## src/rtl/riscv_pkg.sv

```systemverilog
`default_nettype none
// ============================================================================
// Module      : riscv_pkg
// Description : Shared fetch-path constants and the fetch-buffer entry type.
// Revision    : 1.0 - initial release
// ============================================================================
package riscv_pkg;

    localparam int PC_WIDTH     = 32;
    localparam int INSTR_LENGTH = 32;
    localparam int ADDR_WIDTH   = 5;

    localparam logic [PC_WIDTH-1:0]     RESET_PC  = 32'h0000_0000;
    localparam logic [INSTR_LENGTH-1:0] NOP_INSTR = 32'h0000_0013;

    typedef struct packed {
        logic [PC_WIDTH-1:0]     pc;
        logic [INSTR_LENGTH-1:0] instr;
    } fetch_entry_t;

endpackage : riscv_pkg
`default_nettype wire

```

## src/rtl/fetch_fifo.sv

```systemverilog
`default_nettype none
// ============================================================================
// Module      : fetch_fifo
// Description : Synchronous FIFO of fetch entries; flush overrides push/pop.
// Revision    : 1.0 - initial release
// ============================================================================
module fetch_fifo
    import riscv_pkg::*;
#(
    parameter int DEPTH = 2
) (
    input  logic         clk,
    input  logic         rst,
    input  logic         push,
    input  logic         pop,
    input  logic         flush,
    input  fetch_entry_t push_entry,
    output logic         full,
    output logic         empty,
    output fetch_entry_t head
);

    localparam int PTR_W = $clog2(DEPTH);

    // Extra MSB on each pointer is the wrap bit that separates full from empty
    logic [PTR_W:0] r_wr_ptr;
    logic [PTR_W:0] r_rd_ptr;
    fetch_entry_t   r_mem [DEPTH];

    logic w_do_push;
    logic w_do_pop;

    assign empty = (r_wr_ptr == r_rd_ptr);
    assign full  = (r_wr_ptr[PTR_W] != r_rd_ptr[PTR_W]) &&
                   (r_wr_ptr[PTR_W-1:0] == r_rd_ptr[PTR_W-1:0]);

    assign w_do_push = push & (~full | pop);
    assign w_do_pop  = pop & ~empty;

    assign head = r_mem[r_rd_ptr[PTR_W-1:0]];

    always_ff @(posedge clk or negedge rst) begin
        if (!rst) begin
            r_wr_ptr <= '0;
            r_rd_ptr <= '0;
        end else if (flush) begin
            r_wr_ptr <= '0;
            r_rd_ptr <= '0;
        end else begin
            if (w_do_push) begin
                r_wr_ptr <= r_wr_ptr + (PTR_W+1)'(1);
            end
            if (w_do_pop) begin
                r_rd_ptr <= r_rd_ptr + (PTR_W+1)'(1);
            end
        end
    end

    // Storage needs no reset: the head is masked by the empty flag downstream
    always_ff @(posedge clk) begin
        if (w_do_push && !flush) begin
            r_mem[r_wr_ptr[PTR_W-1:0]] <= push_entry;
        end
    end

endmodule : fetch_fifo
`default_nettype wire

```

## src/rtl/instr_fetch_unit.sv

```systemverilog
`default_nettype none
// ============================================================================
// Module      : instr_fetch_unit
// Description : PC owner and imem read initiator feeding decode through a FIFO.
// Revision    : 1.0 - initial release
// ============================================================================
module instr_fetch_unit #(
    parameter int                    PC_WIDTH     = riscv_pkg::PC_WIDTH,
    parameter int                    ADDR_WIDTH   = riscv_pkg::ADDR_WIDTH,
    parameter int                    INSTR_LENGTH = riscv_pkg::INSTR_LENGTH,
    parameter logic [PC_WIDTH-1:0]   RESET_PC     = riscv_pkg::RESET_PC,
    parameter int                    FIFO_DEPTH   = 2
) (
    input  logic                    clk,
    input  logic                    rst,
    input  logic                    fetch_en,
    output logic [ADDR_WIDTH-1:0]   imem_addr,
    input  logic [INSTR_LENGTH-1:0] imem_instr,
    output logic                    instr_valid,
    input  logic                    instr_ready,
    output logic [INSTR_LENGTH-1:0] instr_data,
    output logic [PC_WIDTH-1:0]     instr_pc,
    input  logic                    redirect_valid,
    input  logic [PC_WIDTH-1:0]     redirect_pc
);

    import riscv_pkg::fetch_entry_t;
    import riscv_pkg::NOP_INSTR;

    logic [PC_WIDTH-1:0] r_fetch_pc;
    logic                w_full;
    logic                w_empty;
    logic                w_push;
    logic                w_pop;
    fetch_entry_t        w_push_entry;
    fetch_entry_t        w_head;
    logic                w_unused_redirect_lsb;

    // Redirect targets are word aligned; the low bits carry no information
    assign w_unused_redirect_lsb = ^redirect_pc[1:0];

    assign imem_addr = r_fetch_pc[ADDR_WIDTH+1:2];

    assign w_pop  = ~w_empty & instr_ready;
    assign w_push = fetch_en & ~redirect_valid & (~w_full | w_pop);

    always_comb begin
        w_push_entry       = '0;
        w_push_entry.pc    = r_fetch_pc;
        w_push_entry.instr = imem_instr;
    end

    always_ff @(posedge clk or negedge rst) begin
        if (!rst) begin
            r_fetch_pc <= RESET_PC;
        end else if (redirect_valid) begin
            r_fetch_pc <= {redirect_pc[PC_WIDTH-1:2], 2'b00};
        end else if (w_push) begin
            r_fetch_pc <= r_fetch_pc + PC_WIDTH'(4);
        end
    end

    fetch_fifo #(
        .DEPTH (FIFO_DEPTH)
    ) u_fetch_fifo (
        .clk        (clk),
        .rst        (rst),
        .push       (w_push),
        .pop        (w_pop),
        .flush      (redirect_valid),
        .push_entry (w_push_entry),
        .full       (w_full),
        .empty      (w_empty),
        .head       (w_head)
    );

    // Empty buffer presents a NOP at the reset PC so decode never sees stale data
    always_comb begin
        instr_valid = ~w_empty;
        instr_data  = NOP_INSTR;
        instr_pc    = RESET_PC;
        if (!w_empty) begin
            instr_data = w_head.instr;
            instr_pc   = w_head.pc;
        end
    end

endmodule : instr_fetch_unit
`default_nettype wire

```

## config.mk

```make
export PLATFORM = sky130hd
export DESIGN_NAME = instr_fetch_unit
export DESIGN_NICKNAME = d
export VERILOG_FILES = /design/src/rtl/riscv_pkg.sv /design/src/rtl/fetch_fifo.sv /design/src/rtl/instr_fetch_unit.sv
export SDC_FILE = /design/constraint.sdc
export NUM_CORES = 1
export LEC_CHECK = 0
export CELL_PAD_IN_SITES_DETAIL_PLACEMENT = 1
export CELL_PAD_IN_SITES_GLOBAL_PLACEMENT = 2
export CORE_MARGIN = 2
export CORE_UTILIZATION = 25
export DETAILED_ROUTE_END_ITERATION = 16
export GPL_TIMING_DRIVEN = 1
export HOLD_SLACK_MARGIN = 0.12
export PLACE_DENSITY = 0.67
export SLEW_MARGIN = 20
export SYNTH_ARGS = -nofsm -noshare
export SYNTH_HDL_FRONTEND = slang
export SYNTH_SLANG_ARGS = --single-unit
```

## constraint.sdc

```tcl
create_clock -name clk -period 8.4 [get_ports clk]
set_input_delay 1.68 -clock clk [delete_from_list [all_inputs] [get_ports clk]]
set_output_delay 1.68 -clock clk [all_outputs]
set_load 0.01 [all_outputs]
```

==> impl_metrics.py <==
metrics = {
    "final_layout": {
        "fillers": 2862,
        "fin_nets": 730,
        "antennaDiodeCount": 0,
        "area_growth_pct": 33.21,
        "finalNonFillerCells": 1014,
        "layout-drive-gt1-share": 0.07727,
    },
    "cts": {
        "ctsRootBufferMaster": "clkbuf_16",
        "cts_buffer_depth": 2,
        "ctsResizeCount": 0,
        "hold_buffers": 0,
        "cts_tree": "built",
        "htreeDepth": 4,
        "clk_pin_slew_worst_paths_ns": 0.06,
        "cts_buffers": 17,
        "clock-sinks": 158,
        "post_cts_buffers": 0,
        "clock_latency_ns": 0.42,
    },
    "power": {
        "p_leak_uw": 0.003038,
        "power_frac_clock": 0.311,
        "ir_drop_mv": 0.1382,
        "pwr-share-seq": 0.390,
        "power.density_mw_per_mm2": 264.7,
        "p_sw_uw": 726.8,
        "p_int_uw": 1711,
        "p_comb_frac": 0.299,
        "swShare": 0.2982,
    },
    "place": {
        "dp.cells": 982,
        "pre_cts_slack_ns": 4.254,
        "place_hpwl_um": 12110,
        "gp_congestion": 0.7363,
        "port-buffer-count": 134,
    },
    "drt": {
        "wl_um": 18150,
        "drt_iter0_markers": 269,
        "drt_first_pass_iters": 4,
        "via_count": 4779,
        "avgRoutedWirePerCell_um": 17.90,
        "ant_nets": 0,
        "viasPerCell": 4.713,
        "drc_errors": 0,
    },
    "timing": {
        "finalSetupTns_ns": 0,
        "tightest_slew_ns": 0.8931,
        "drv_slew": 0,
        "fin_crit_sh": 0.5354,
        "max_freq_mhz": 222.4,
        "setup_viol": 0,
        "finClkSkew_ns": 0.01276,
        "hold_ws_ns": 0.5347,
        "setup_ws_ns": 3.903,
        "relSlewSlack": 0.4046,
        "layout_min_cycle_time_ns": 4.497,
        "hold_viol_final": 0,
        "rsz0062_at_grt": "no",
    },
    "critical_path": {
        "cp.arrival_ns": 2.82,
        "path_cells": "xor2_2 > nor2_4 > buf_4 > nor2_1 > clkdlybuf4s50_1",
        "crit_slowest_cell": "clkdlybuf4s50_1",
        "end_kind": "primary output",
        "critical-path-max-stage-delay_ns": 0.60,
        "startpoint_type": "flip-flop",
        "path_max_fanout": 47,
        "cp.required_ns": 6.72,
        "path_delay_family": "buffers and inverters",
        "path_buf_inv": 2,
        "critPathKind": "reg2out",
    },
    "logic_synthesis": {
        "ys_types": 44,
        "yosysWarnings": 0,
        "synth_top_area_frac": 0.5385,
        "ys_ff_latch": 158,
        "ys_seq_area_frac": 0.6616,
        "synth.area.top_cells": "edfxtp_1 (54%), dfrtp_1 (12%), mux2i_1 (9.1%)",
        "synth_area_leader_cell": "edfxtp_1",
        "netlist_area_mm2": 0.006914,
        "netlist_instances": 532,
        "syn_avg_cell_area_um2": 13.00,
    },
    "hold_path": {
        "hp-class": "reg2reg",
    },
    "floorplan": {
        "io_pins": 139,
        "core_area_mm2": 0.02703,
        "start_util": 0.2558,
        "die_area_mm2": 0.02900,
        "num_rows": 60,
        "dieHeight_um": 170.3,
        "die_x_um": 170.3,
    },
    "grt": {
        "grt_pass1_wl_um": 28550,
        "grt-ovfl-total": 0,
        "grt_max_degree": 61,
        "grt_use_total": 0.1288,
        "grt_pass1_vias": 5067,
        "antenna_found_initial": 0,
    },
    "status": {
        "outcome": "finished, final reports clean",
    },
    "flow_run": {
        "maxCapViolations": 0,
    },
}
synthesized netlist by cell type (all sizes together):
master and count:
a21oi 3, xnor2 4, and3 1, nand2 25, o31ai 15, and4 2
clkbuf 16, inv 7, a221oi 2, o21a 2, or3 3, o211ai 3
buf 18, dfrtp 34, xor2 8, nor3b 1, a22o 2, nor4 8
nor2b 6, o21ai 15, nand3 20, o311ai 5, o41ai 1, conb 1
o311a 2, a21boi 1, nand3b 1, mux2i 63, a31oi 18, or2 3
or4 19, nor2 82, nand4 11, or4b 1, ha 1, nor3 4
edfxtp 124
worst reg2reg max path, stage by stage, from the launching register on:
cell and delay (ns):
dfrtp_1 0.50, xor2_2 0.46, o31ai_2 0.24, nor3b_2 0.35, buf_4 0.76
routing by layer:
metal,global-route usage,vias up,routed length [um],part of all wire
li1,-,2268,-,-
met1,0.1636,2389,8394,0.46
met2,0.2188,108,8863,0.49
met3,0.02442,14,665,0.037
met4,0.04645,0,223,0.012
met5,0,-,0,0
flip-flops by register name (all words and copies together), names as in the netlist:
| signal | cells |
|---|---|
| r_fetch_pc | 30 |
| u_fetch_fifo.r_mem | 124 |
| u_fetch_fifo.r_rd_ptr | 2 |
| u_fetch_fifo.r_wr_ptr | 2 |
final timing paths:
kind / from / endpoint / slack [ns] / depth (start not counted)
max: u_fetch_fifo.r_wr_ptr[0]$_DFFE_PN0P_ / instr_pc[13] / 3.90 / 5
max reg2reg: u_fetch_fifo.r_wr_ptr[0]$_DFFE_PN0P_ / u_fetch_fifo.r_mem[1][11]$_DFFE_PP_ / 5.68 / 4
max in group asynchronous: rst / u_fetch_fifo.r_rd_ptr[0]$_DFFE_PN0P_ / 6.30 / 2
min reg2reg: r_fetch_pc[31]$_DFFE_PN0P_ / u_fetch_fifo.r_mem[1][63]$_DFFE_PP_ / 0.53 / 0
min: r_fetch_pc[31]$_DFFE_PN0P_ / u_fetch_fifo.r_mem[1][63]$_DFFE_PP_ / 0.53 / 0
min in group asynchronous: rst / r_fetch_pc[28]$_DFFE_PN0P_ / 1.69 / 2
layout make-up:
class | count | area [um^2] | share of cell area
Sequential cell | 158 | 4578 | 0.4971
Clock buffer | 19 | 442.9 | 0.04809
Clock inverter | 13 | 140.1 | 0.01522
Timing Repair Buffer | 142 | 1414 | 0.1535
Inverter | 7 | 26.28 | 0.002853
Tap cell | 341 | 426.7 | 0.04633
Multi-Input combinational cell | 334 | 2182 | 0.2369
cells in the final DEF (no fill, tap or decap), types with 4 or more instances in the layout:
cell type and instances:
clkdlybuf4s50_1 134, edfxtp_1 124, nor2_1 81, mux2i_1 63, dfrtp_1 33, nand2_1 25, nand3_1 20, or4_1 19
a31oi_1 18, clkbuf_16 17, o21ai_0 15, o31ai_1 14, nand4_1 11, xor2_1 7, nor4_1 7, buf_4 7
inv_1 6, nor2b_1 6, o311ai_0 4, clkinv_2 4, clkinv_4 4
power by group through the flow:
stage | Clock [uW] | Combinational (uW) | Sequential [uW]
6_report | 759 | 728 | 950
3_3_place_gp | 0 | 734 | 963
3_5_place_dp | 0 | 749 | 968
2_1_floorplan | 0 | 371 | 952
4_1_cts | 786 | 750 | 951
5_1_grt | 813 | 797 | 957
cell families (layout without fill, tap and decap cells):
family                   Yosys count  after routing  synth area share
AND/OR/NAND/NOR                  187            187            0.1312
other                              1              2         0.0005424
buffers and inverters             41            181           0.02678
XOR/XNOR                          12             12           0.01737
adder cells (fa/ha/maj)            1              1          0.001809
flip-flops                       158            158            0.6616
AO/OA/AOI/OAI                     69             69           0.06949
multiplexers                      63             63           0.09120
metrics by stage:
stage,total power [uW],util,area [um^2]
4_1_cts,2487,0.3408,9210
6_report,2438,0.3408,9210
5_1_grt,2567,0.3408,9210
2_1_floorplan,1323,-,6918
3_3_place_gp,1697,0.3182,8601
3_5_place_dp,1716,0.3192,8627
Note: power is estimated with default switching activity, not from simulation.
